`src/rtl/seg_scan_mux.sv`:
```
// seg_scan_mux: multiplexed common-anode 7-segment scanner with per-digit decimal
// point, blanking, blinking, leading-zero suppression and 8-level brightness.
module seg_scan_mux #(
    parameter int DIGITS    = 6,
    parameter int SCAN_DIV  = 50000,
    parameter int BLANK_CYC = 500,
    parameter int BLINK_DIV = 25000000
) (
    input  logic                  clk,
    input  logic                  rst_n,
    input  logic                  en,
    input  logic [4*DIGITS-1:0]   disp_data,
    input  logic [DIGITS-1:0]     dp,
    input  logic [DIGITS-1:0]     blank_mask,
    input  logic [DIGITS-1:0]     blink_mask,
    input  logic                  lz_en,
    input  logic [2:0]            bright,
    output logic [DIGITS-1:0]     sel,
    output logic [6:0]            seg,
    output logic                  seg_dp,
    output logic                  frame_tick
);

    localparam int ON_STEP = (SCAN_DIV - BLANK_CYC) / 8;
    localparam int CW      = $clog2(SCAN_DIV + 1);
    localparam int IW      = $clog2(DIGITS);
    localparam int BW      = $clog2(BLINK_DIV);

    localparam logic [CW-1:0] SLOT_LAST  = CW'(SCAN_DIV - 1);
    localparam logic [CW-1:0] BLANK_END  = CW'(BLANK_CYC);
    localparam logic [CW-1:0] STEP       = CW'(ON_STEP);
    localparam logic [IW-1:0] IDX_LAST   = IW'(DIGITS - 1);
    localparam logic [BW-1:0] BLINK_LAST = BW'(BLINK_DIV - 1);

    function automatic logic [6:0] hex7(input logic [3:0] n);
        case (n)
            4'h0: hex7 = 7'h40;
            4'h1: hex7 = 7'h79;
            4'h2: hex7 = 7'h24;
            4'h3: hex7 = 7'h30;
            4'h4: hex7 = 7'h19;
            4'h5: hex7 = 7'h12;
            4'h6: hex7 = 7'h02;
            4'h7: hex7 = 7'h78;
            4'h8: hex7 = 7'h00;
            4'h9: hex7 = 7'h10;
            4'hA: hex7 = 7'h08;
            4'hB: hex7 = 7'h03;
            4'hC: hex7 = 7'h46;
            4'hD: hex7 = 7'h21;
            4'hE: hex7 = 7'h06;
            4'hF: hex7 = 7'h0E;
        endcase
    endfunction

    logic [CW-1:0] slot_cnt;
    logic [IW-1:0] idx;
    logic [BW-1:0] blink_cnt;
    logic          blink_phase;
    logic          wrap_d;
    logic          slot_last;
    logic          slot_start;

    assign slot_last  = (slot_cnt == SLOT_LAST);
    assign slot_start = (slot_cnt == '0);

    // NOTE: sequential state uses non-blocking assignments so every register
    // samples the pre-edge values of its neighbours.
    always_ff @(posedge clk or negedge rst_n) begin
        if (!rst_n) begin
            slot_cnt    <= '0;
            idx         <= '0;
            blink_cnt   <= '0;
            blink_phase <= 1'b0;
            wrap_d      <= 1'b0;
        end else if (!en) begin
            slot_cnt    <= '0;
            idx         <= '0;
            blink_cnt   <= '0;
            blink_phase <= 1'b0;
            wrap_d      <= 1'b0;
        end else begin
            // wrap_d marks the first cycle of digit 0 after a full frame
            wrap_d <= slot_last && (idx == IDX_LAST);
            if (slot_last) begin
                slot_cnt <= '0;
                idx      <= (idx == IDX_LAST) ? '0 : idx + IW'(1);
            end else begin
                slot_cnt <= slot_cnt + CW'(1);
            end
            if (blink_cnt == BLINK_LAST) begin
                blink_cnt   <= '0;
                blink_phase <= ~blink_phase;
            end else begin
                blink_cnt <= blink_cnt + BW'(1);
            end
        end
    end

    logic [DIGITS-1:0] nz_mask;
    logic [3:0]        live_nib;
    logic              live_dp;
    logic              live_blank;
    logic              live_blink;
    logic              live_supp;

    // NOTE: every always_comb output gets a default first so no latch is inferred.
    always_comb begin
        nz_mask = '0;
        for (int i = 0; i < DIGITS; i++) begin
            nz_mask[i] = |disp_data[4*i +: 4];
        end
        live_nib   = 4'(disp_data >> {idx, 2'b00});
        live_dp    = dp[idx];
        live_blank = blank_mask[idx];
        live_blink = blink_mask[idx];
        live_supp  = lz_en && (idx != '0) && ((nz_mask >> idx) == '0);
    end

    logic [3:0] snap_nib;
    logic       snap_dp;
    logic       snap_blank;
    logic       snap_blink;
    logic       snap_supp;
    logic [2:0] snap_bright;

    always_ff @(posedge clk or negedge rst_n) begin
        if (!rst_n) begin
            snap_nib    <= '0;
            snap_dp     <= 1'b0;
            snap_blank  <= 1'b0;
            snap_blink  <= 1'b0;
            snap_supp   <= 1'b0;
            snap_bright <= '0;
        end else if (slot_start) begin
            snap_nib    <= live_nib;
            snap_dp     <= live_dp;
            snap_blank  <= live_blank;
            snap_blink  <= live_blink;
            snap_supp   <= live_supp;
            snap_bright <= bright;
        end
    end

    // During the capture cycle itself the snapshot register is not yet loaded,
    // so the live values stand in for it.
    logic [3:0]    cur_nib;
    logic          cur_dp;
    logic          cur_blank;
    logic          cur_blink;
    logic          cur_supp;
    logic [2:0]    cur_bright;
    logic [CW-1:0] on_end;
    logic          in_window;
    logic          dark;

    always_comb begin
        cur_nib    = slot_start ? live_nib   : snap_nib;
        cur_dp     = slot_start ? live_dp    : snap_dp;
        cur_blank  = slot_start ? live_blank : snap_blank;
        cur_blink  = slot_start ? live_blink : snap_blink;
        cur_supp   = slot_start ? live_supp  : snap_supp;
        cur_bright = slot_start ? bright     : snap_bright;
        on_end     = BLANK_END + STEP * (CW'(cur_bright) + CW'(1));
        in_window  = (slot_cnt >= BLANK_END) && (slot_cnt < on_end);
        dark       = !en || !in_window || cur_blank || (cur_blink && blink_phase)
                     || (cur_supp && !cur_dp);
    end

    always_ff @(posedge clk or negedge rst_n) begin
        if (!rst_n) begin
            sel        <= '1;
            seg        <= 7'h7F;
            seg_dp     <= 1'b1;
            frame_tick <= 1'b0;
        end else begin
            frame_tick <= en && wrap_d;
            if (dark) begin
                sel    <= '1;
                seg    <= 7'h7F;
                seg_dp <= 1'b1;
            end else begin
                sel    <= ~(DIGITS'(1) << idx);
                seg    <= cur_supp ? 7'h7F : hex7(cur_nib);
                seg_dp <= ~cur_dp;
            end
        end
    end

endmodule

```
`config.mk`:
```
export PLATFORM = sky130hd
export DESIGN_NAME = seg_scan_mux
export DESIGN_NICKNAME = d
export VERILOG_FILES = /design/src/rtl/seg_scan_mux.sv
export SDC_FILE = /design/constraint.sdc
export NUM_CORES = 1
export LEC_CHECK = 0
export ABC_AREA = 1
export BUFFER_PORTS_ARGS = -buffer_cell sky130_fd_sc_hd__buf_2
export CAP_MARGIN = 20
export CORE_MARGIN = 2
export CORE_UTILIZATION = 64
export CTS_CLUSTER_DIAMETER = 30
export DETAILED_ROUTE_END_ITERATION = 10
export PLACE_DENSITY = 0.83
export SYNTH_ARGS = -nofsm -noshare
export SYNTH_HDL_FRONTEND = slang
export SYNTH_SLANG_ARGS = --single-unit
```
`constraint.sdc`:
```
create_clock -name clk -period 8.2 [get_ports clk]
set_input_delay 2.46 -clock clk [delete_from_list [all_inputs] [get_ports clk]]
set_output_delay 2.46 -clock clk [all_outputs]
set_load 0.02 [all_outputs]
```
==> impl_metrics.env <==
export IMPL_status="completed"
export IMPL_routed_via_density=5.627
export IMPL_synth_cells=667
export IMPL_die_area_um2=8640
export IMPL_area_growth_pct=12.75
export IMPL_drt_total_wl_mm=11.99
export IMPL_syn_area_um2=5064
export IMPL_synth_net_count=767
export IMPL_grt_pass1_vias=4397
export IMPL_global_route_overflow_total=0
export IMPL_clk_pin_slew_ns=0.08
export IMPL_period_share_pct=83.46
export IMPL_cts_buffers=9
export IMPL_setup_viol=0
export IMPL_drt_first_pass_iters=5
export IMPL_vias=4738
export IMPL_gr_usage_all_layers_pct=28.39
export IMPL_ir_drop_mv=0.1431
export IMPL_start_kind="primary input"
export IMPL_final_util_pct=74.27
export IMPL_worstPathRequired_ns=8.44
export IMPL_hpwl_mm=9.248
export IMPL_worst_pin_slew_ns=0.8750
export IMPL_ys_ff_latch=72
export IMPL_synth_area_leaders="dfrtp_1 (29%), ha_1 (12%), nand2_1 (11%)"
export IMPL_hold_worst_slack_ns=0.4558
export IMPL_synthDistinctLibCells=45
export IMPL_total_power_mw=1.157
export IMPL_postSynth_asyncResetShare_pct=100.0
export IMPL_maxCapViolCount=0
export IMPL_synthTopCellsByCount="nand2_1 (144), inv_1 (83), nor2_1 (78)"
export IMPL_clk_latency_ns=0.35
export IMPL_drive_gt1_share_pct=17.84
export IMPL_start_util_pct=65.87
export IMPL_arrival_ns=7.08
export IMPL_fin_worst_skew_ns=0.006113
export IMPL_clock_sinks=72
export IMPL_placed_area_um2=5474
export IMPL_grt_antenna_before_repair=0
export IMPL_yosysSeqAreaShare_pct=35.93
export IMPL_avgRoutedWirePerCell_um=14.24
export IMPL_fmax_ghz=0.1461
export IMPL_portBuffers=63
export IMPL_critPathMaxFanout=14
export IMPL_cellLeakagePower_nw=2.796
export IMPL_grt_setup_unrepaired="false"
export IMPL_gp_congestion=0.9471
export IMPL_synth_top_area_share_pct=28.66
export IMPL_num_rows=32
export IMPL_critPathCaptureType="flip-flop"
export IMPL_ctsResizeCount=0
export IMPL_ys_flop_type="dfrtp_1"
export IMPL_drc_errors=0
export IMPL_hold_buffers=0
export IMPL_ctsRootBufferMaster="clkbuf_8"
export IMPL_fin_crit_ns=6.844
export IMPL_fillerInstances=606
export IMPL_ioPinCount=64
export IMPL_clock_path_buffers=2
export IMPL_powerDensity_nw_per_um2=202.7
export IMPL_fin_area_um2=5709
export IMPL_synth_edf_count=0
export IMPL_antenna_cells=0
export IMPL_cts_tree="yes"
export IMPL_synth_top_cell_by_area="dfrtp_1"
export IMPL_postCtsSetupBuffers=0
export IMPL_holdPathStages=2
export IMPL_setup_tns_final_ns=0
export IMPL_hp_class="reg -> reg"
export IMPL_die_w_um=92.95
export IMPL_nets=835
export IMPL_core_area_um2=7687
export IMPL_ant_nets=0
export IMPL_ys_warn_count=0
export IMPL_reg2reg_depth=30
export IMPL_final_hold_viol_count=0
export IMPL_die_h_um=92.95
export IMPL_grt_max_degree=73
export IMPL_slew_violations=0
export IMPL_max_slew_margin_pct=41.67
export IMPL_yosysMostFrequentCell="nand2_1"
export IMPL_grt_pass1_wl_mm=19.67
export IMPL_critPathKind="in -> reg"
export IMPL_syn_avg_cell_area_um2=7.592
export IMPL_drtIter0Drc=301
export IMPL_htreeDepth=3
==> placed cells by master, fill, tap and decap left out, drive strengths merged, types with 5 or more instances in the layout <==
master / synthesis / final
clkbuf: 4 / 13
nor2: 91 / 91
buf: 4 / 65
nand4: 13 / 13
xor2: 10 / 10
inv: 92 / 92
a22oi: 5 / 5
xnor2: 7 / 7
ha: 47 / 47
nand2: 152 / 152
nand3: 46 / 46
dfstp: 14 / 14
o21ai: 25 / 25
dfrtp: 58 / 58
nor4: 7 / 7
a21oi: 39 / 39
nor3: 22 / 22
==> cell type report <==
type                            instances  area, um^2  area share [%]
Clock inverter                          3       43.79          0.7670
Tap cell                              102       127.6           2.235
Inverter                               92       345.3           6.049
Clock buffer                           13       191.4           3.353
Multi-Input combinational cell        495        2851           49.95
Timing Repair Buffer                   65       330.3           5.786
Sequential cell                        72        1819           31.86
==> metal layers <==
metal  track usage, %  vias to the layer above  routed length (um)  share of wire (%)
met5                0                        -                   0                  0
met3            4.801                       18                 705                5.9
met1            38.14                     2253                5200                 43
li1                 -                     2310                   -                  -
met4            6.740                        0                 131                1.1
met2            48.13                      157                5955                 50
==> worst max-delay path: stages <==
cell and delay [ns]:
buf_2 0.10, nand3_1 0.09, nand2_1 0.18, ha_1 0.27, xnor2_1 0.12, buf_4 0.17
inv_1 0.17, ha_1 0.18, inv_1 0.04, ha_1 0.27, ha_1 0.31, inv_1 0.06
fa_1 0.45, o21ai_0 0.33, a21oi_1 0.11, nor2_1 0.10, nor2_1 0.05, xor2_1 0.14
ha_1 0.31, a21oi_1 0.15, nand3b_1 0.13, a21oi_1 0.06, nor2_1 0.17, nand3_2 0.11
a21oi_4 0.37, nand3_1 0.16
==> flip-flops by register name (all words and copies together) (netlist names) <==
name and flops:
snap_bright 3, sel 6, wrap_d 1, seg 7, snap_blank 1, idx 3
seg_dp 1, snap_blink 1, blink_cnt 25, snap_supp 1, frame_tick 1, slot_cnt 16
blink_phase 1, snap_dp 1, snap_nib 4
==> power by group <==
group          internal [mW]  total [mW]  switching [mW]
combinational          0.183       0.457           0.274
clock                  0.186       0.327           0.141
sequential             0.368       0.373         0.00573
==> worst paths after layout <==
check	startpoint	to	slack [ns]
max	bright[0]	seg[0]$_DFF_PN1_	1.36
min	wrap_d$_DFF_PN0_	frame_tick$_DFF_PN0_	0.46
max reg2reg	slot_cnt[0]$_DFF_PN0_	seg[0]$_DFF_PN1_	2.38
min reg2reg	wrap_d$_DFF_PN0_	frame_tick$_DFF_PN0_	0.46
max in group asynchronous	rst_n	snap_dp$_DFF_PN0_	5.33
min in group asynchronous	rst_n	blink_cnt[22]$_DFF_PN0_	2.31
==> metrics by stage <==
stage | instances | setup WS [ns]
after global placement | 826 | 1.354
after floorplan | 667 | 1.463
after detailed placement | 826 | 1.099
after global routing | 842 | 1.002
after CTS | 842 | 1.417
final | 842 | 1.356
==> kinds of logic after synthesis <==
logic type	share of synthesized area (%)
AO/OA/AOI/OAI	9.983
XOR/XNOR	2.940
adder cells (fa/ha/maj)	13.19
buffers and inverters	7.759
flip-flops	35.93
AND/OR/NAND/NOR	30.20
No activity file was read; power rests on OpenSTA's default activity.
